===== src/rtl/shift_pkg.sv =====
// shift_pkg: shared widths, operation codes and request bundle for the shift unit.
package shift_pkg;
    localparam int SHIFT_WIDTH = 32;
    localparam int SHIFT_AMOUNT_BITS = 5;

    typedef enum logic [1:0] {
        SHIFT_SLL  = 2'b00,
        SHIFT_SRL  = 2'b01,
        SHIFT_SRA  = 2'b10,
        SHIFT_PASS = 2'b11
    } shift_op_t;

    typedef struct packed {
        logic [SHIFT_WIDTH-1:0]       data;
        logic [SHIFT_AMOUNT_BITS-1:0] amount;
        shift_op_t                    op;
    } shift_req_t;
endpackage


===== src/rtl/BitShiftLeft.sv =====
// BitShiftLeft: left barrel shifter whose vacated low bits take the fill value.
module BitShiftLeft
    import shift_pkg::*;
(
    input  logic [SHIFT_WIDTH-1:0]       data,
    input  logic [SHIFT_AMOUNT_BITS-1:0] amount,
    input  logic                         fill,
    output logic [SHIFT_WIDTH-1:0]       result
);
    logic [SHIFT_WIDTH-1:0] ones;

    assign ones   = '1;
    assign result = (data << amount) | ({SHIFT_WIDTH{fill}} & ~(ones << amount));
endmodule


===== src/rtl/shift_bit_reverse.sv =====
// shift_bit_reverse: mirrors bit order so a left shifter can perform right shifts.
module shift_bit_reverse #(
    parameter int WIDTH = 32
) (
    input  logic [WIDTH-1:0] data,
    output logic [WIDTH-1:0] result
);
    for (genvar i = 0; i < WIDTH; i++) begin : g_rev
        assign result[i] = data[WIDTH-1-i];
    end
endmodule


===== src/rtl/shift_unit_arbiter.sv =====
// shift_unit_arbiter: arbitrates two requesters onto one left shifter and
// registers the result behind a valid/ready output stage.
module shift_unit_arbiter
    import shift_pkg::*;
#(
    parameter bit FAIR           = 1'b1,
    parameter bit RESET_PRIORITY = 1'b0
) (
    input  logic                         clk,
    input  logic                         reset,
    input  logic                         req0_valid,
    output logic                         req0_ready,
    input  logic [SHIFT_WIDTH-1:0]       req0_data,
    input  logic [SHIFT_AMOUNT_BITS-1:0] req0_amount,
    input  logic [1:0]                   req0_op,
    input  logic                         req1_valid,
    output logic                         req1_ready,
    input  logic [SHIFT_WIDTH-1:0]       req1_data,
    input  logic [SHIFT_AMOUNT_BITS-1:0] req1_amount,
    input  logic [1:0]                   req1_op,
    output logic                         resp_valid,
    input  logic                         resp_ready,
    output logic [SHIFT_WIDTH-1:0]       resp_data,
    output logic                         resp_id
);
    shift_req_t             req0, req1, sel;
    logic                   last_grant, grant, accept, fire, fill;
    logic [SHIFT_WIDTH-1:0] data_rev, shift_in, shift_out, out_rev, result;

    assign req0 = '{data: req0_data, amount: req0_amount, op: shift_op_t'(req0_op)};
    assign req1 = '{data: req1_data, amount: req1_amount, op: shift_op_t'(req1_op)};

    // Ties go to the requester not served last; otherwise whoever is valid.
    assign grant      = (req0_valid && req1_valid) ? (FAIR ? !last_grant : 1'b0) : req1_valid;
    assign accept     = !resp_valid || resp_ready;
    assign req0_ready = accept && req0_valid && !grant;
    assign req1_ready = accept && req1_valid && grant;
    assign fire       = req0_ready || req1_ready;
    assign sel        = grant ? req1 : req0;

    // Right shifts run as left shifts on the bit-reversed operand.
    shift_bit_reverse #(.WIDTH(SHIFT_WIDTH)) u_pre_rev (
        .data   (sel.data),
        .result (data_rev)
    );

    assign shift_in = (sel.op == SHIFT_SLL) ? sel.data : data_rev;
    assign fill     = (sel.op == SHIFT_SRA) && sel.data[SHIFT_WIDTH-1];

    BitShiftLeft u_shifter (
        .data   (shift_in),
        .amount (sel.amount),
        .fill   (fill),
        .result (shift_out)
    );

    shift_bit_reverse #(.WIDTH(SHIFT_WIDTH)) u_post_rev (
        .data   (shift_out),
        .result (out_rev)
    );

    assign result = (sel.op == SHIFT_PASS) ? sel.data :
                    (sel.op == SHIFT_SLL)  ? shift_out : out_rev;

    always_ff @(posedge clk or posedge reset) begin
        if (reset) begin
            resp_valid <= 1'b0;
            resp_data  <= '0;
            resp_id    <= 1'b0;
            last_grant <= !RESET_PRIORITY;
        end else if (fire) begin
            resp_valid <= 1'b1;
            resp_data  <= result;
            resp_id    <= grant;
            last_grant <= grant;
        end else if (resp_ready) begin
            resp_valid <= 1'b0;
        end
    end
endmodule


===== config.mk =====
export PLATFORM = sky130hd
export DESIGN_NAME = shift_unit_arbiter
export DESIGN_NICKNAME = d
export VERILOG_FILES = /design/src/rtl/shift_pkg.sv /design/src/rtl/BitShiftLeft.sv /design/src/rtl/shift_bit_reverse.sv /design/src/rtl/shift_unit_arbiter.sv
export SDC_FILE = /design/constraint.sdc
export NUM_CORES = 1
export LEC_CHECK = 0
export CORE_ASPECT_RATIO = 1.4
export CORE_MARGIN = 2
export CORE_UTILIZATION = 50
export DETAILED_ROUTE_END_ITERATION = 10
export GPL_TIMING_DRIVEN = 0
export HOLD_SLACK_MARGIN = 0.05
export PLACE_DENSITY = 0.88
export SLEW_MARGIN = 10
export SYNTH_ARGS = -nofsm -noshare
export SYNTH_HDL_FRONTEND = slang
export SYNTH_SLANG_ARGS = --single-unit

===== constraint.sdc =====
create_clock -name clk -period 6.1 [get_ports clk]
set_clock_uncertainty 0.1 [all_clocks]
set_input_delay 1.525 -clock clk [delete_from_list [all_inputs] [get_ports clk]]
set_output_delay 1.525 -clock clk [all_outputs]
set_load 0.02 [all_outputs]

==> metrics.md <==
| Metric | Value |
|---|---|
| Post_cts resized | 0 |
| FF-to-FF Start | last_grant |
| Post-DP HPWL | about 30000 µm |
| Ports | 119 |
| Layout cells sized above 1 | 12.73% |
| Mapped Area | between 0.006 and 0.007 mm² |
| CP top delay family | compound AO/OA/AOI/OAI gates |
| Post-synthesis sequential area ratio | approximately an eighth |
| Largest net degree at the start of global routing | 36 |
| Leakage | ~2.9 nW |
| Max H-tree Level | 2 |
| Placed Cells | approximately 1200 |
| Internal reg-to-reg setup slack | between 1500 and 2000 ps |
| Postcts setup bufs | 0 |
| Final period util | 97.28% |
| Failing checks | DRC |
| Maximum VDD drop | roughly 0.18 mV |
| Port bufs | around 120 |
| CTS tree | yes |
| Final setup viols | 0 |
| Grt ovf | 0 |
| Comb pwr share | between 60% and 70% |
| Worst flop-to-flop path endpoint | resp_data[30] |
| Number of max-cap violations | 0 |
| Residual DRC count | 8 |
| Hold Crit Class | flop to flop |
| Final nets | 1111 |
| Initial antenna violation count | 0 |
| Slew headroom | under 10% |
| Hold endpoint | resp_id |
| Share of the synthesized area in the top cell type | 12.95% |
| Die area | about 0.014 mm² |
| Area leader, netlist | dfrtp_1 |
| Global Route Usage Sum | about 56% |
| Highest clock rate | approximately 170 MHz |
| Post-Syn Instances | between 900 and 1000 |
| Top cells by area, synth | dfrtp_1 13%, o21ai_0 7.3%, mux2i_1 7.2% |
| Rows | just under 50 |
| Vias | between 9000 and 10000 |
| Synth Area per Inst | between 7 and 8 µm² |
| Ys flop type | dfrtp_1 |
| Core Region | about 0.013 mm² |
| RSZ-0062 raised after global routing | false |
| Number of synthesized register bits | 35 |
| Clk slew on worst S/H paths | 60 ps |
| Sequential power share | approximately 18% |
| Worst-Margin Slew | around 1400 ps |
| Fill cells | about 1200 |
| Fin cells | roughly 1200 |
| Async set or reset register ratio after synthesis | 100.0% |
| Longest Clk Path Bufs | 2 |
| WL/cell | about 33 µm |
| Setup TNS | 0 ps |
| Startpoint Class | primary input |
| DRT antenna net count | 0 |
| Max FO, Critical Path | 19 |
| Clock network power share | 15.3% |
| Hold path depth | 1 |
| CP dominant cell by count | buf_4 |
| Hold Startpoint | resp_id |
| Crit-path cells | clkdlybuf4s50_1, a21boi_2, buf_4, buf_4, buf_4, a211oi_1, a2111oi_0, o221ai_1, a31oi_1, a21oi_1, a21oi_1, o21ai_0, o21a_1 |
| Critical Path Max Stage Delay | 1200 ps |
| Buf+Inv Stages, Crit Path | 4 |
| Slew Limit Fails | 0 |
| Ant diodes | 0 |
| Root buffer cell | clkbuf_16 |
| Minimum clock period after layout | ~6000 ps |
| Crit. End Element | flop |
| DR pass1 iterations | 11 |
| Switching share of total power | 50.82% |
| Die width | between 100 and 150 µm |
| Internal | approximately 950 µW |
| CP arrival | between 6000 and 7000 ps |
| Number of flops mapped to enable cells by yosys | 0 |
| Syn nets | approximately 1000 |
| Initial Utilization | between 50% and 60% |
| Slowest-stage cell, CP | a2111oi_0 |
| Status | finished with violations |
| Area Growth Syn to Fin | 23.17% |
| Iter 0 DRT Violations | ~1800 |
| Critical path class | primary input to flop |
| Number of global-route vias before repair | just over 9000 |
| Hold violation count in the final report | 0 |
| Netlist cell types | 85 |
| Synth warn | 0 |
| Routed WL | between 30000 and 40000 µm |
| Clk Latency, worst-skew pair | roughly 280 ps |
| Vias per cell | about 8.1 |
| # clock sinks | 35 |
| Crit. Startpoint | req1_valid |
| GPL Wtd Cong | 1.200 |
| Switching Power | approximately 1000 µW |
| CTS hold repair buffers | 0 |
| Die Span Y | 139.6 µm |
| CTS buffer count | 5 |
| Worst r2r path cells | 13 |
| Power Dens Cells | 239.4 mW/mm² |
| First-pass GRT wire length | just under 60000 µm |
| Worst EP required | approximately 6200 ps |
-- Yosys cell counts, types with 12 or more instances --
| cell | number |
|---|---|
| nor2_1 | 53 |
| nand2_1 | 116 |
| or3b_2 | 27 |
| o21a_1 | 15 |
| buf_2 | 30 |
| a211oi_1 | 52 |
| o22ai_1 | 15 |
| a31oi_1 | 24 |
| and2_1 | 13 |
| mux2i_1 | 47 |
| dfrtp_1 | 34 |
| o21ai_1 | 16 |
| o21ai_0 | 96 |
| a21oi_1 | 70 |
| or3b_1 | 12 |
| clkbuf_1 | 49 |
| nand3_1 | 20 |
-- metal layers --
layer  vias up  track usage (%)  share of wire (%)
met5         -            2.198              0.069
met4         2            51.05                 14
met3       410            24.96                 15
li1       3818                -                  -
met2      1131            80.21                 41
met1      4217            59.53                 30
-- logic make-up after synthesis --
kind of cell    count (synthesis)  share of synthesized area, %
compound gates                413                         43.28
mux                            73                         13.87
buf+inv                        96                         6.916
flops                          35                         13.36
simple gates                  289                         22.58
-- worst reg2reg max path, stage by stage, from the launching register on --
cell and delay, ps:
dfstp_2 580, a21bo_4 180, buf_6 200, buf_6 220, buf_6 200, buf_2 320, a211oi_1 100, a2111oi_0 1120
o221ai_1 240, a31oi_1 280, a21oi_1 80, a21oi_1 410, o21ai_0 230, o21a_1 160
-- worst max-delay path by stage --
stage	to	slack, ps	cells past startpoint
final	resp_data[30]	170	13
after detailed placement	req1_ready	140	8
after global placement	req1_ready	150	8
after CTS	req1_ready	140	8
after global routing	resp_data[14]	280	11
after floorplan	req1_ready	1520	7
-- flip-flops by register name, indices dropped and copies added, names as in the netlist --
name,flops
resp_valid,1
resp_id,1
resp_data,32
last_grant,1
-- power by group through the flow --
stage               clock [mW]  combinational [mW]  sequential, mW
floorplan                    0               0.627           0.414
global placement             0                1.20           0.338
detailed placement           0                1.20           0.340
CTS                      0.292                1.21           0.339
global route             0.298                1.33           0.346
finish                   0.296                1.30           0.341
-- final cells by class --
cell class	count	area, µm²	share of cell area [%]
sequential	35	877.1	10.84
clock buffer	5	125.1	1.547
clock inverter	3	47.55	0.5878
buffer	92	439.2	5.429
timing repair buffer	116	1161	14.35
inverter	3	11.26	0.1392
multi-input combinational	775	5236	64.73
tap	153	191.4	2.367
-- stage by stage --
| stage | util, % | setup WS (ps) | hold WS [ps] | instance area [µm²] | total power, mW |
|---|---|---|---|---|---|
| 6_report | 63.13 | 165.9 | 393.3 | 8089 | 1.936 |
| 4_1_cts | 63.16 | 142.6 | 392.4 | 8093 | 1.839 |
| 3_3_place_gp | 61.81 | 152.0 | 365.0 | 7920 | 1.538 |
| 5_1_grt | 63.13 | 277.9 | 405.5 | 8089 | 1.976 |
| 3_5_place_dp | 61.81 | 144.4 | 379.0 | 7920 | 1.541 |
| 2_1_floorplan | - | 1521 | 424.6 | 6568 | 1.040 |
-- cells in the final DEF (no fill, tap or decap), types with 11 or more instances in the layout --
| master | synthesis | layout |
|---|---|---|
| nand2_1 | 116 | 116 |
| clkdlybuf4s50_1 | 0 | 116 |
| o21ai_0 | 96 | 96 |
| a21oi_1 | 70 | 70 |
| nor2_1 | 53 | 53 |
| a211oi_1 | 52 | 52 |
| clkbuf_1 | 49 | 48 |
| mux2i_1 | 47 | 47 |
| dfrtp_1 | 34 | 34 |
| buf_2 | 30 | 30 |
| or3b_2 | 27 | 27 |
| a31oi_1 | 24 | 24 |
| nand3_1 | 20 | 20 |
| o21ai_1 | 16 | 16 |
| o21a_1 | 15 | 15 |
| o22ai_1 | 15 | 15 |
| and2_1 | 13 | 13 |
| or3b_1 | 12 | 12 |
| mux2_2 | 11 | 11 |
| nor3_1 | 11 | 11 |
(Power assumes the default switching activity.)
